===== config.mk =====
export PLATFORM = sky130hd
export DESIGN_NAME = tm1638_key_events
export DESIGN_NICKNAME = d
export VERILOG_FILES = /design/src/rtl/tm1638_key_events.sv
export SDC_FILE = /design/constraint.sdc
export NUM_CORES = 1
export LEC_CHECK = 0
export ABC_AREA = 0
export BUFFER_PORTS_ARGS = -buffer_cell sky130_fd_sc_hd__clkbuf_2
export CAP_MARGIN = 25
export CORE_ASPECT_RATIO = 0.9
export CORE_UTILIZATION = 61
export CTS_CLUSTER_DIAMETER = 60
export CTS_CLUSTER_SIZE = 30
export DETAILED_ROUTE_END_ITERATION = 8
export PLACE_DENSITY_LB_ADDON = 0.12
export SYNTH_ARGS = -nofsm -noshare
export SYNTH_HDL_FRONTEND = slang
export SYNTH_SLANG_ARGS = --single-unit

===== constraint.sdc =====
create_clock -name mclk -period 3.2 [get_ports mclk]
set_input_delay 0.32 -clock mclk [delete_from_list [all_inputs] [get_ports mclk]]
set_output_delay 0.32 -clock mclk [all_outputs]
set_load 0.03 [all_outputs]

===== src/rtl/tm1638_key_events.sv =====
// TM1638 key debouncer and event queue.
// Debounced levels, press/release/repeat events through a 4-deep FIFO.
module tm1638_key_events #(
  parameter int TICK_DIV     = 1000,
  parameter int DEBOUNCE     = 4,
  parameter int REPEAT_DELAY = 50,
  parameter int REPEAT_RATE  = 10
) (
  input  logic       mclk,
  input  logic       rst,
  input  logic [7:0] push_buttons,
  output logic [7:0] keys_state,
  output logic       event_valid,
  output logic [4:0] event_code,
  input  logic       event_ready,
  output logic       overflow
);

  localparam int PW = $clog2(TICK_DIV);
  localparam int CW = (DEBOUNCE < 2) ? 1 : $clog2(DEBOUNCE);
  localparam int RMAX = (REPEAT_DELAY > REPEAT_RATE) ?
                        REPEAT_DELAY : REPEAT_RATE;
  localparam int RW = (RMAX < 2) ? 1 : $clog2(RMAX);

  localparam logic [PW-1:0] TMAX    = PW'(TICK_DIV - 1);
  localparam logic [CW-1:0] CMAX    = CW'(DEBOUNCE - 1);
  localparam logic [RW-1:0] DLY_M1  = RW'(REPEAT_DELAY - 1);
  localparam logic [RW-1:0] RATE_M1 = RW'(REPEAT_RATE - 1);

  logic [PW-1:0]         presc_q, presc_d;
  logic [7:0][CW-1:0]    cnt_q, cnt_d;
  logic [7:0]            keys_q, keys_d;
  logic [7:0]            press_req, rel_req;
  logic                  tick;

  logic [2:0]            rep_key_q, rep_key_d;
  logic [RW-1:0]         rep_cnt_q, rep_cnt_d;
  logic                  armed_q, armed_d;
  logic                  phase_q, phase_d;
  logic                  rep_req;

  logic [7:0]            press_q, press_d;
  logic [7:0]            rel_q, rel_d;
  logic                  rep_pend_q, rep_pend_d;
  logic [2:0]            rep_pkey_q, rep_pkey_d;
  logic                  ovf_q, ovf_d;

  logic [3:0][4:0]       mem_q, mem_d;
  logic [1:0]            wr_q, wr_d;
  logic [1:0]            rd_q, rd_d;
  logic [2:0]            fcnt_q, fcnt_d;

  logic                  found;
  logic [4:0]            sel_code;
  logic [7:0]            clr_press, clr_rel;
  logic                  clr_rep;
  logic                  do_push, pop, full;

  assign tick        = (presc_q == TMAX);
  assign keys_state  = keys_q;
  assign event_valid = (fcnt_q != 3'd0);
  assign event_code  = event_valid ? mem_q[rd_q] : 5'd0;
  assign overflow    = ovf_q;
  assign pop         = event_valid & event_ready;
  assign full        = (fcnt_q == 3'd4);

  // Prescaler and per-key debounce counters
  always_comb begin
    presc_d   = tick ? '0 : presc_q + PW'(1);
    keys_d    = keys_q;
    cnt_d     = cnt_q;
    press_req = '0;
    rel_req   = '0;
    if (tick) begin
      for (int i = 0; i < 8; i++) begin
        if (push_buttons[i] == keys_q[i]) begin
          cnt_d[i] = '0;
        end else if (cnt_q[i] == CMAX) begin
          keys_d[i]    = ~keys_q[i];
          cnt_d[i]     = '0;
          press_req[i] = ~keys_q[i];
          rel_req[i]   = keys_q[i];
        end else begin
          cnt_d[i] = cnt_q[i] + CW'(1);
        end
      end
    end
  end

  // Auto-repeat tracker for the most recently pressed key
  always_comb begin
    rep_key_d = rep_key_q;
    rep_cnt_d = rep_cnt_q;
    armed_d   = armed_q;
    phase_d   = phase_q;
    rep_req   = 1'b0;
    if (tick) begin
      if (armed_q && keys_q[rep_key_q]) begin
        if (rep_cnt_q == (phase_q ? RATE_M1 : DLY_M1)) begin
          rep_req   = 1'b1;
          rep_cnt_d = '0;
          phase_d   = 1'b1;
        end else begin
          rep_cnt_d = rep_cnt_q + RW'(1);
        end
      end
      if (rel_req[rep_key_q]) armed_d = 1'b0;
      if (|press_req) begin
        for (int i = 0; i < 8; i++) begin
          if (press_req[i]) rep_key_d = 3'(i);
        end
        armed_d   = 1'b1;
        rep_cnt_d = '0;
        phase_d   = 1'b0;
      end
    end
  end

  // Pending-request arbitration into the FIFO
  always_comb begin
    found     = 1'b0;
    sel_code  = 5'd0;
    clr_press = '0;
    clr_rel   = '0;
    clr_rep   = 1'b0;
    for (int i = 0; i < 8; i++) begin
      if (!found && press_q[i]) begin
        found        = 1'b1;
        clr_press[i] = 1'b1;
        sel_code     = {2'b01, 3'(i)};
      end
    end
    for (int i = 0; i < 8; i++) begin
      if (!found && rel_q[i]) begin
        found      = 1'b1;
        clr_rel[i] = 1'b1;
        sel_code   = {2'b10, 3'(i)};
      end
    end
    if (!found && rep_pend_q) begin
      found    = 1'b1;
      clr_rep  = 1'b1;
      sel_code = {2'b11, rep_pkey_q};
    end
    do_push = found & (~full | pop);
    if (!do_push) begin
      clr_press = '0;
      clr_rel   = '0;
      clr_rep   = 1'b0;
    end
  end

  // Pending registers, overflow flag and FIFO bookkeeping
  always_comb begin
    press_d    = (press_q & ~clr_press) | press_req;
    rel_d      = (rel_q & ~clr_rel) | rel_req;
    rep_pend_d = (rep_pend_q & ~clr_rep) | rep_req;
    rep_pkey_d = rep_pkey_q;
    if (rep_req && !(rep_pend_q && !clr_rep)) rep_pkey_d = rep_key_q;
    ovf_d = ovf_q
          | (|(press_q & ~clr_press & press_req))
          | (|(rel_q & ~clr_rel & rel_req))
          | (rep_pend_q & ~clr_rep & rep_req);
    mem_d = mem_q;
    if (do_push) mem_d[wr_q] = sel_code;
    wr_d   = wr_q + 2'(do_push);
    rd_d   = rd_q + 2'(pop);
    fcnt_d = fcnt_q + 3'(do_push) - 3'(pop);
  end

  // State registers with synchronous reset
  always_ff @(posedge mclk) begin
    if (rst) begin
      presc_q    <= '0;
      cnt_q      <= '0;
      keys_q     <= '0;
      rep_key_q  <= '0;
      rep_cnt_q  <= '0;
      armed_q    <= 1'b0;
      phase_q    <= 1'b0;
      press_q    <= '0;
      rel_q      <= '0;
      rep_pend_q <= 1'b0;
      rep_pkey_q <= '0;
      ovf_q      <= 1'b0;
      mem_q      <= '0;
      wr_q       <= '0;
      rd_q       <= '0;
      fcnt_q     <= '0;
    end else begin
      presc_q    <= presc_d;
      cnt_q      <= cnt_d;
      keys_q     <= keys_d;
      rep_key_q  <= rep_key_d;
      rep_cnt_q  <= rep_cnt_d;
      armed_q    <= armed_d;
      phase_q    <= phase_d;
      press_q    <= press_d;
      rel_q      <= rel_d;
      rep_pend_q <= rep_pend_d;
      rep_pkey_q <= rep_pkey_d;
      ovf_q      <= ovf_d;
      mem_q      <= mem_d;
      wr_q       <= wr_d;
      rd_q       <= rd_d;
      fcnt_q     <= fcnt_d;
    end
  end

endmodule


**After elaboration in Yosys (flattened, before gate mapping)**

Index checks and enable logic that the tools add are counted.
W data, S select, Z words.

- Flip-flop bits (word level): 93
- Input bits: 11
- Output and inout port bits: 15
- Logic and storage cells: 297

- Add/subtract/negate cells: 14
- Order comparisons: 4
- Equality and inequality tests: 19
- Multiplexer cells: 133
- Bitwise gates (word level): 35
- Reductions and logical operators: 59

Operator list:

| operator | number |
|---|---|
| $mux W5 | 19 |
| $mux W1 | 76 |
| $and A8 B8 Y8 | 4 |
| $mux W2 | 16 |
| $mux W8 | 4 |
| $reduce_and A3 Y1 | 10 |
| $mux W3 | 8 |
| $mux W6 | 4 |
| $reduce_or A8 Y1 | 3 |
| $bwmux W20 | 1 |
| $logic_and A1 B1 Y1 | 20 |
| $logic_not A1 Y1 | 18 |
| $not A1 Y1 | 18 |
| $add A2 B1 Y2 const B | 8 |
| $eq A2 B2 Y1 const B | 8 |
| $not A8 Y8 | 2 |
| $or A8 B8 Y8 | 2 |
| $add A10 B1 Y10 const B | 1 |
| $bmux W5 S2 | 1 |
| $demux W5 S2 | 1 |
| $eq A10 B10 Y1 const B | 1 |
| $eq A1 B1 Y1 | 8 |
| $reduce_bool A8 Y1 | 1 |
| $add A6 B1 Y6 const B | 1 |
| other kinds (16) | 29 |

**Depth between registers and ports, before layout**

Gate-level depths: netlist (run 1).

- Word-level depth: 58
- Gate-level depth with buffers: 11
- Mapped depth without buffers: 10

**Worst setup path before layout (run 1)**

Ideal clock, no wire load.

- Path kind: reg2reg
- From: reg press_q[7]
- To: reg fcnt_q[2]
- Library setup time: 128 ps
- Arrival time: 2491 ps
- Required time: 3072 ps
- Setup slack: 581 ps
- Cell stages (with the launch flop): 11
- Path buffers: 1
- Clock period less this slack: 2619 ps
- Cells stage by stage: dfxtp_1 nor4_2 nand2_2 o31ai_4 buf_6 o21ai_0 ha_1 fa_1 xnor2_1 xnor2_1 nor2_1

- Longest elaborated chain between the ends: 32

RTL lines:

| element | RTL line | text |
|---|---|---|
| from (decl) | 42 | `logic [7:0] press_q, press_d;` |
| from (signal assigned) | 198 | `press_q <= press_d;` |
| $logic_and A1 B1 Y1 (*) | 127 | `if (!found && press_q[i]) begin` |
| $mux W1 (*) | 127 |  |
| $logic_not A1 Y1 | 134 | `if (!found && rel_q[i]) begin` |
| $logic_and A1 B1 Y1 | 134 |  |
| $mux W1 (*) | 134 |  |
| $logic_not A1 Y1 | 134 |  |
| $logic_and A1 B1 Y1 | 134 |  |
| $mux W1 (*) | 134 |  |
| [16 not listed] | -- |  |
| $logic_and A1 B1 Y1 | 134 |  |
| $mux W1 (*) | 134 |  |
| $logic_not A1 Y1 | 140 | `if (!found && rep_pend_q) begin` |
| $logic_and A1 B1 Y1 | 140 |  |
| $mux W1 (*) | 140 |  |
| $and A1 B1 Y1 (*) | 145 | `do_push = found & (~full \| pop);` |
| $add A3 B1 Y3 (*) | 168 | `fcnt_d = fcnt_q + 3'(do_push) - 3'(pop);` |
| $sub A3 B1 Y3 (*) | 168 |  |
| to (signal assigned) | 206 | `fcnt_q <= fcnt_d;` |
| to (decl) | 51 | `logic [2:0] fcnt_q, fcnt_d;` |

Every way passes the cells marked *; elsewhere a longest branch is shown, timed or not.
A chain may end at the register's enable or synchronous reset.

**Worst setup path after layout (run 1)**

- From: reg rel_q[4]
- To: reg fcnt_q[2]

- Longest elaborated chain between the ends: 17

RTL lines:

| element | RTL line | text |
|---|---|---|
| from (decl) | 43 | `logic [7:0] rel_q, rel_d;` |
| from (signal assigned) | 199 | `rel_q <= rel_d;` |
| $logic_and A1 B1 Y1 (*) | 134 |  |
| $mux W1 (*) | 134 |  |
| $logic_not A1 Y1 | 134 |  |
| $logic_and A1 B1 Y1 | 134 |  |
| $mux W1 (*) | 134 |  |
| $logic_not A1 Y1 | 134 |  |
| $logic_and A1 B1 Y1 | 134 |  |
| $mux W1 (*) | 134 |  |
| $logic_not A1 Y1 | 134 |  |
| $logic_and A1 B1 Y1 | 134 |  |
| $mux W1 (*) | 134 |  |
| $logic_not A1 Y1 | 140 |  |
| $logic_and A1 B1 Y1 | 140 |  |
| $mux W1 (*) | 140 |  |
| $and A1 B1 Y1 (*) | 145 |  |
| $add A3 B1 Y3 (*) | 168 |  |
| $sub A3 B1 Y3 (*) | 168 |  |

Marked as above.

==> results.json, run 1 <==
{
  "run_status": "completed",
  "cts_buffer_depth": 2,
  "ys_seq_area_share_pct": 39.03,
  "drc": 0,
  "sequential_cell_area_sq_um": 1862,
  "syn2layout_area_growth_pct": 8.657,
  "cp_cell_sequence": "nor4_1 -> nand2_1 -> o31ai_4 -> o21ai_0 -> ha_1 -> fa_1 -> xnor2_1 -> xnor2_1 -> nor2_1",
  "postSynthNetCount": 580,
  "htreeDepth": 3,
  "detailedRoute.firstPassIterationCount": 6,
  "critical_path_required_ps": 3420,
  "most_common_cell_after_layout_fill_and_taps_aside": "sky130_fd_sc_hd__dfxtp_1",
  "finish.net_count": 597,
  "r2r-end": "fcnt_q[2]",
  "synth_cell_types": 65,
  "grt_max_usage_layer": "met2",
  "cellPowerDensity_nw_per_um2": 440.9,
  "fp.dieArea_sq_um": 8177,
  "vias": 4217,
  "worst_path_most_repeated_cell": "sky130_fd_sc_hd__xnor2_1",
  "postCtsSetupRepairBufs": 0,
  "largest_net_degree_at_the_start_of_global_routing": 49,
  "edff_count_synth": 0,
  "num_io_pins": 26,
  "portBuffers": 25,
  "min_path_cells": 3,
  "met3_usage_pct": 7.713,
  "syn_area_sq_um": 4770,
  "max-slew-margin-rel_pct": 34.43,
  "first_global_vias": 3989,
  "timing.critical_path.fanout_max": 13,
  "critical_path.endpoint_type": "register",
  "die_height_microns": 85.89,
  "routedWlPerCell_microns": 16.83,
  "slowest_delay_ps": 520,
  "async_reset_ff_share_pct": 0,
  "clkSlewWorstSetupHoldPaths_ps": 90,
  "multi_input_gate_area_in_the_final_layout_sq_um": 2750,
  "hold_path.class": "in -> reg",
  "vias_per_cell": 6.285,
  "drtIter0Drc": 234,
  "synth-seq-cells": 93,
  "cts_root_buf": "sky130_fd_sc_hd__clkbuf_8",
  "synth_ff_type": "sky130_fd_sc_hd__dfxtp_1",
  "dp_hpwl_mm": 8.176,
  "holdPathEnd": "keys_state[3]",
  "timing.setup.tns_ps": 0,
  "period_utilization_pct": 89.69,
  "max_freq_mhz": 348.4,
  "numPlacedInstances": 657,
  "setup.worst_path.start_class": "register",
  "grt.met2_usage_pct": 47.92,
  "rows": 30,
  "floorplan.initialDensity_pct": 63.22,
  "number_of_inserted_diodes": 0,
  "synthesis.instances": 555,
  "timing.critical_path.slowest_stage_cell": "sky130_fd_sc_hd__o31ai_4",
  "irDropWorstVdd_mv": 0.2502,
  "clock_tree_from_tritoncts": "yes",
  "timing.final.setup_violations": 0,
  "critical_path.reg2reg.startpoint": "rel_q[4]",
  "cts_num_sinks": 93,
  "insertion_delay_ps": 360,
  "drv_slew": 0,
  "drt_wl_total_mm": 11.29,
  "worst_hold_startpoint": "push_buttons[3]",
  "ys_warn_count": 0,
  "finalWeightedCongestion": 0.9077,
  "layout_common_cells": "sky130_fd_sc_hd__dfxtp_1, sky130_fd_sc_hd__nor2_1, sky130_fd_sc_hd__a21oi_1, sky130_fd_sc_hd__nand2_1, sky130_fd_sc_hd__clkbuf_2",
  "ant_nets": 0,
  "layout.cells.non_filler": 671,
  "fin_crit_ps": 2870,
  "cpLargestDelayFamily": "simple AND/OR/NAND/NOR gates",
  "syn_area_per_cell_sq_um": 8.594,
  "post_dp_cell_area_sq_um": 4995,
  "core_region_area_sq_um": 7545,
  "rsz0062_at_grt": "false",
  "layout.cell_area.non_filler_sq_um": 5182,
  "cts_hold_buffers": 0,
  "timing.critical_path.buf_inv": 0,
  "p_leak_nw": 1.926,
  "gr-usage-all-layers_pct": 29.48,
  "max_cap_violations": 0,
  "numCtsBuffers": 9,
  "worst-setup-path-type": "reg -> reg",
  "final_hold_viol_count": 0,
  "filler_cell_count": 640,
  "rrSetupSlack_ps": 330,
  "antenna_violations_before_repair": 0,
  "grt_first_pass_wirelength_mm": 18.75,
  "tightestPinTransition_ps": 980.9,
  "skew_ps": 4.203,
  "ratio_of_cells_with_drive_above_1_in_the_final_layout_pct": 13.22,
  "rr_worst_depth": 9,
  "grt-ovfl-total": 0,
  "cts_repair_resize_count": 0,
  "chipWidth_microns": 95.21,
  "grt_use_met1_pct": 38.47,
  "worstPathArrival_ps": 3090
}
==> tightest hold or removal path: stages <==
cell and delay [ps]:
sky130_fd_sc_hd__clkbuf_2 120, sky130_fd_sc_hd__mux2i_1 70, sky130_fd_sc_hd__nor2_1 70
==> power by group <==
part	switching [W]	total [W]	leakage [nW]	internal [W]
Clock	0.000405	0.000783	0.0919	0.000378
Sequential	0.0000484	0.00123	0.750	0.00118
Combinational	0.000149	0.000270	1.08	0.000121
Total	0.000603	0.00229	1.93	0.00168
==> worst max path at each step <==
stage / from / end / slack, ps / cells after the start
2_1_floorplan: press_q[7] / fcnt_q[2] / 580 / 10
3_3_place_gp: rel_q[4] / fcnt_q[2] / 500 / 9
3_5_place_dp: rel_q[4] / fcnt_q[2] / 410 / 9
4_1_cts: rel_q[4] / fcnt_q[2] / 370 / 9
5_1_grt: rel_q[4] / fcnt_q[2] / 80 / 9
6_report: rel_q[4] / fcnt_q[2] / 330 / 9
==> synth_stat cells, drive strengths merged, types with 2 or more instances <==
master   number  share of area [%]
a211oi        7                1.2
a21o          2               0.31
a21oi        53                5.6
a22oi         3               0.47
a31oi         4               0.52
a41oi         2               0.52
and3          5               0.66
and3b         6                1.1
buf           6               0.68
clkbuf       21                1.7
dfxtp        93                 39
ha           13                3.4
inv          14                1.1
mux2          3               0.71
mux2i        11                2.3
mux4          6                2.8
nand2        53                4.2
nand2b        8                1.0
nand3        24                2.5
nand3b        6               0.94
nand4         9                1.2
nand4b        5               0.92
nor2         63                5.0
nor2b        13                1.7
nor3         17                2.1
nor3b         3               0.47
nor4          7                1.3
nor4b         9                1.8
nor4bb        2               0.42
o2111ai       2               0.37
o211ai        4               0.63
o21a          2               0.31
o21ai        22                2.3
o221ai        4               0.73
o31ai         5                1.2
o41ai         4               0.73
or2           3               0.39
or3           7                1.1
or4b          2               0.42
xnor2         9                1.7
xor2         13                2.4
==> cell type report <==
| cell class | instances | share of cell area [%] |
|---|---|---|
| Tap cell | 96 | 2.318 |
| Inverter | 14 | 1.014 |
| Sequential cell | 93 | 35.92 |
| Multi-Input combinational cell | 421 | 53.07 |
| Timing Repair Buffer | 33 | 4.056 |
| Clock inverter | 3 | 0.8933 |
| Clock buffer | 11 | 2.728 |
==> stage by stage <==
stage	power (W)	hold WS, ps	worst slack [ps]	util (%)
global route	0.002380	257.9	78.51	68.69
floorplan	0.001446	432.1	581.1	-
detailed placement	0.001528	449.8	408.0	66.20
CTS	0.002297	248.8	374.6	68.69
global placement	0.001522	441.7	497.2	66.20
finish	0.002285	250.7	330.0	68.69
==> registers in the layout, indices dropped and copies added (netlist names) <==
register,cells
press_q,8
presc_q,10
cnt_q,16
rel_q,8
rd_q,2
rep_pkey_q,3
armed_q,1
mem_q,20
fcnt_q,3
rep_key_q,3
overflow,1
phase_q,1
rep_cnt_q,6
keys_state,8
rep_pend_q,1
wr_q,2
==> kinds of logic after synthesis <==
group	after synthesis	synth area share, %
AO/OA/AOI/OAI	122	16.32
XOR/XNOR	22	4.040
adder cells (fa/ha/maj)	14	3.830
buffers and inverters	41	3.437
flip-flops	93	39.03
multiplexers	20	5.850
AND/OR/NAND/NOR	243	27.49
==> layer usage <==
metal / wire [microns] / vias up
met2: 5307 / 144
met4: 142 / 0
met1: 5072 / 2011
met5: 0 / -
met3: 769 / 18
li1: - / 2044
No activity file was read; power rests on OpenSTA's default activity.
==> inputs of run 2 (changes only) <==
--- a/config.mk
+++ b/config.mk
@@ -8,8 +8,10 @@
 export ABC_AREA = 0
 export BUFFER_PORTS_ARGS = -buffer_cell sky130_fd_sc_hd__clkbuf_2
 export CAP_MARGIN = 25
+export CELL_PAD_IN_SITES_DETAIL_PLACEMENT = 1
+export CELL_PAD_IN_SITES_GLOBAL_PLACEMENT = 1
 export CORE_ASPECT_RATIO = 0.9
-export CORE_UTILIZATION = 61
+export CORE_UTILIZATION = 47
 export CTS_CLUSTER_DIAMETER = 60
 export CTS_CLUSTER_SIZE = 30
 export DETAILED_ROUTE_END_ITERATION = 8
==> results.json, run 2 (synthesis results as in run 1) <==
{
  "run_status": "completed",
  "irDropWorstVdd_mv": 0.3041,
  "register_with_the_most_flip_flops": "mem_q",
  "power_frac_seq_pct": 49.7,
  "layout.core_utilization_pct": 54.30,
  "layout_common_cells": "sky130_fd_sc_hd__dfxtp_1, sky130_fd_sc_hd__nor2_1, sky130_fd_sc_hd__a21oi_1, sky130_fd_sc_hd__nand2_1, sky130_fd_sc_hd__clkbuf_2",
  "reg_top3": "mem_q: 20 flops, cnt_q: 16 flops, presc_q: 10 flops",
  "internal-power_w": 0.001850,
  "clock_tree_from_tritoncts": "yes",
  "netSwitchingFraction_pct": 25.51,
  "syn2layout_area_growth_pct": 11.39,
  "floorplan.initialDensity_pct": 48.75,
  "core_region_area_sq_um": 9784,
  "timing.final.setup_violations": 0,
  "dp_hpwl_mm": 9.139,
  "rows": 34,
  "max_freq_mhz": 384.4,
  "finalWeightedCongestion": 0.8427,
  "ant_nets": 0,
  "numCtsBuffers": 9,
  "timing.critical_path.slowest_stage_cell": "sky130_fd_sc_hd__nor4_2",
  "vias": 4197,
  "cellPowerDensity_nw_per_um2": 467.5,
  "detailedRoute.firstPassIterationCount": 5,
  "drt_wl_total_mm": 12.60,
  "most_common_cell_after_layout_fill_and_taps_aside": "sky130_fd_sc_hd__dfxtp_1",
  "critPathLaunch": "rel_q[3]",
  "die_height_microns": 97.57,
  "postCtsSetupRepairBufs": 0,
  "min_path_cells": 3,
  "routedWlPerCell_microns": 17.89,
  "cts_root_buf": "sky130_fd_sc_hd__clkbuf_16",
  "skew_ps": 7.650,
  "chipWidth_microns": 108.2,
  "r2r-end": "fcnt_q[2]",
  "holdPathEnd": "keys_state[1]",
  "hold_path.class": "in -> reg",
  "rsz0062_at_grt": "false",
  "rrSetupSlack_ps": 600,
  "period_utilization_pct": 81.29,
  "clkSlewWorstSetupHoldPaths_ps": 60,
  "first_global_vias": 4189,
  "timing.critical_path.fanout_max": 6,
  "drtIter0Drc": 139,
  "fp.dieArea_sq_um": 10560,
  "cts_hold_buffers": 0,
  "vias_per_cell": 5.962,
  "cts_repair_resize_count": 0,
  "ratio_of_cells_with_drive_above_1_in_the_final_layout_pct": 13.67,
  "setup.worst_path.start_class": "register",
  "drv_slew": 0,
  "critical_path_required_ps": 3420,
  "htreeDepth": 3,
  "cp_cell_sequence": "nor4_2 -> nand2_1 -> o31ai_4 -> o21ai_0 -> ha_1 -> fa_1 -> xnor2_1 -> xnor2_1 -> nor2_1",
  "tightestPinTransition_ps": 793.6,
  "dp_worst_setup_slack_ps": 647.4,
  "comb_power_share_pct": 11.6,
  "max-slew-margin-rel_pct": 46.40,
  "critical_path.reg2reg.startpoint": "rel_q[3]",
  "grt_first_pass_wirelength_mm": 21.10,
  "finish.net_count": 601,
  "num_io_pins": 26,
  "worst_hold_startpoint": "push_buttons[1]",
  "power_frac_clock_pct": 38.7,
  "worstPathArrival_ps": 2820,
  "worst-setup-path-type": "reg -> reg",
  "p_leak_nw": 1.979,
  "drc": 0,
  "grt-ovfl-total": 0,
  "largest_net_degree_at_the_start_of_global_routing": 51,
  "portBuffers": 25,
  "gr-usage-all-layers_pct": 25.61,
  "cts_num_sinks": 93,
  "timing.setup.tns_ps": 0,
  "max_cap_violations": 0,
  "largest_register_ffs": 20,
  "worst_path_most_repeated_cell": "sky130_fd_sc_hd__xnor2_1",
  "fin_hold_ws_ps": 262.6,
  "critical_path.endpoint_type": "register",
  "number_of_inserted_diodes": 0,
  "fin_crit_ps": 2601,
  "final_hold_viol_count": 0,
  "insertion_delay_ps": 340,
  "finalWorstSetupSlack_ps": 598.7,
  "switching_power_total_w": 0.0006335,
  "slowest_delay_ps": 570,
  "rr_worst_depth": 9,
  "cts_buffer_depth": 2,
  "antenna_violations_before_repair": 0
}
-- run 2: changes by cell type in the layout (fill, tap and decap cells not counted) --
cell	delta
sky130_fd_sc_hd__clkbuf_8	-9
sky130_fd_sc_hd__clkinv_2	+1
sky130_fd_sc_hd__buf_4	+5
sky130_fd_sc_hd__clkbuf_16	+9
sky130_fd_sc_hd__inv_6	-1
sky130_fd_sc_hd__bufinv_16	-1
sky130_fd_sc_hd__buf_12	-2
sky130_fd_sc_hd__buf_16	+1
-- run 2: through the flow --
step | instances | cell area [sq um] | power [W]
floorplan | 555 | 4770 | 0.001446
global placement | 690 | 5030 | 0.001534
detailed placement | 690 | 5030 | 0.001547
CTS | 703 | 5285 | 0.002513
global route | 704 | 5313 | 0.002593
finish | 704 | 5313 | 0.002483
-- run 2: area by class of cell --
class	count	area, sq um
well taps	126	157.7
repair buffers	37	235.2
flip-flops and latches	93	1862
multi-input cells	421	2750
clock buffers	11	242.7
fillers	1186	4472
clock inverters	2	12.51
inverters	14	52.55
-- run 2: power by group through the flow --
stage / Combinational [W] / Clock [W] / Sequential, W
detailed placement: 0.000285 / 0 / 0.00126
CTS: 0.000289 / 0.000988 / 0.00124
floorplan: 0.000214 / 0 / 0.00123
finish: 0.000288 / 0.000962 / 0.00123
global placement: 0.000278 / 0 / 0.00126
global route: 0.000320 / 0.00103 / 0.00124
-- run 2: per-layer routing --
layer	GRT usage, %	share of wire [%]	up-vias	routed length (microns)
li1	-	-	2042	-
met4	8.325	1.5	0	191
met3	4.561	3.3	16	410
met5	0	0	-	0
met2	41.70	48	80	6109
met1	33.99	47	2059	5884
-- run 2: worst max-delay path by stage --
| stage | end | slack (ps) |
|---|---|---|
| after floorplan | fcnt_q[2] | 580 |
| after global placement | fcnt_q[2] | 730 |
| after detailed placement | fcnt_q[2] | 650 |
| after CTS | fcnt_q[2] | 610 |
| after global routing | fcnt_q[2] | 430 |
| final | fcnt_q[2] | 600 |
-- run 2: critical path, delay by kind of cell, from the launching register on --
family          cells  cell delay (ps)
compound gates      2              360
fa+ha+maj           2              590
xor+xnor            2              320
simple gates        3              870
flops               1              340
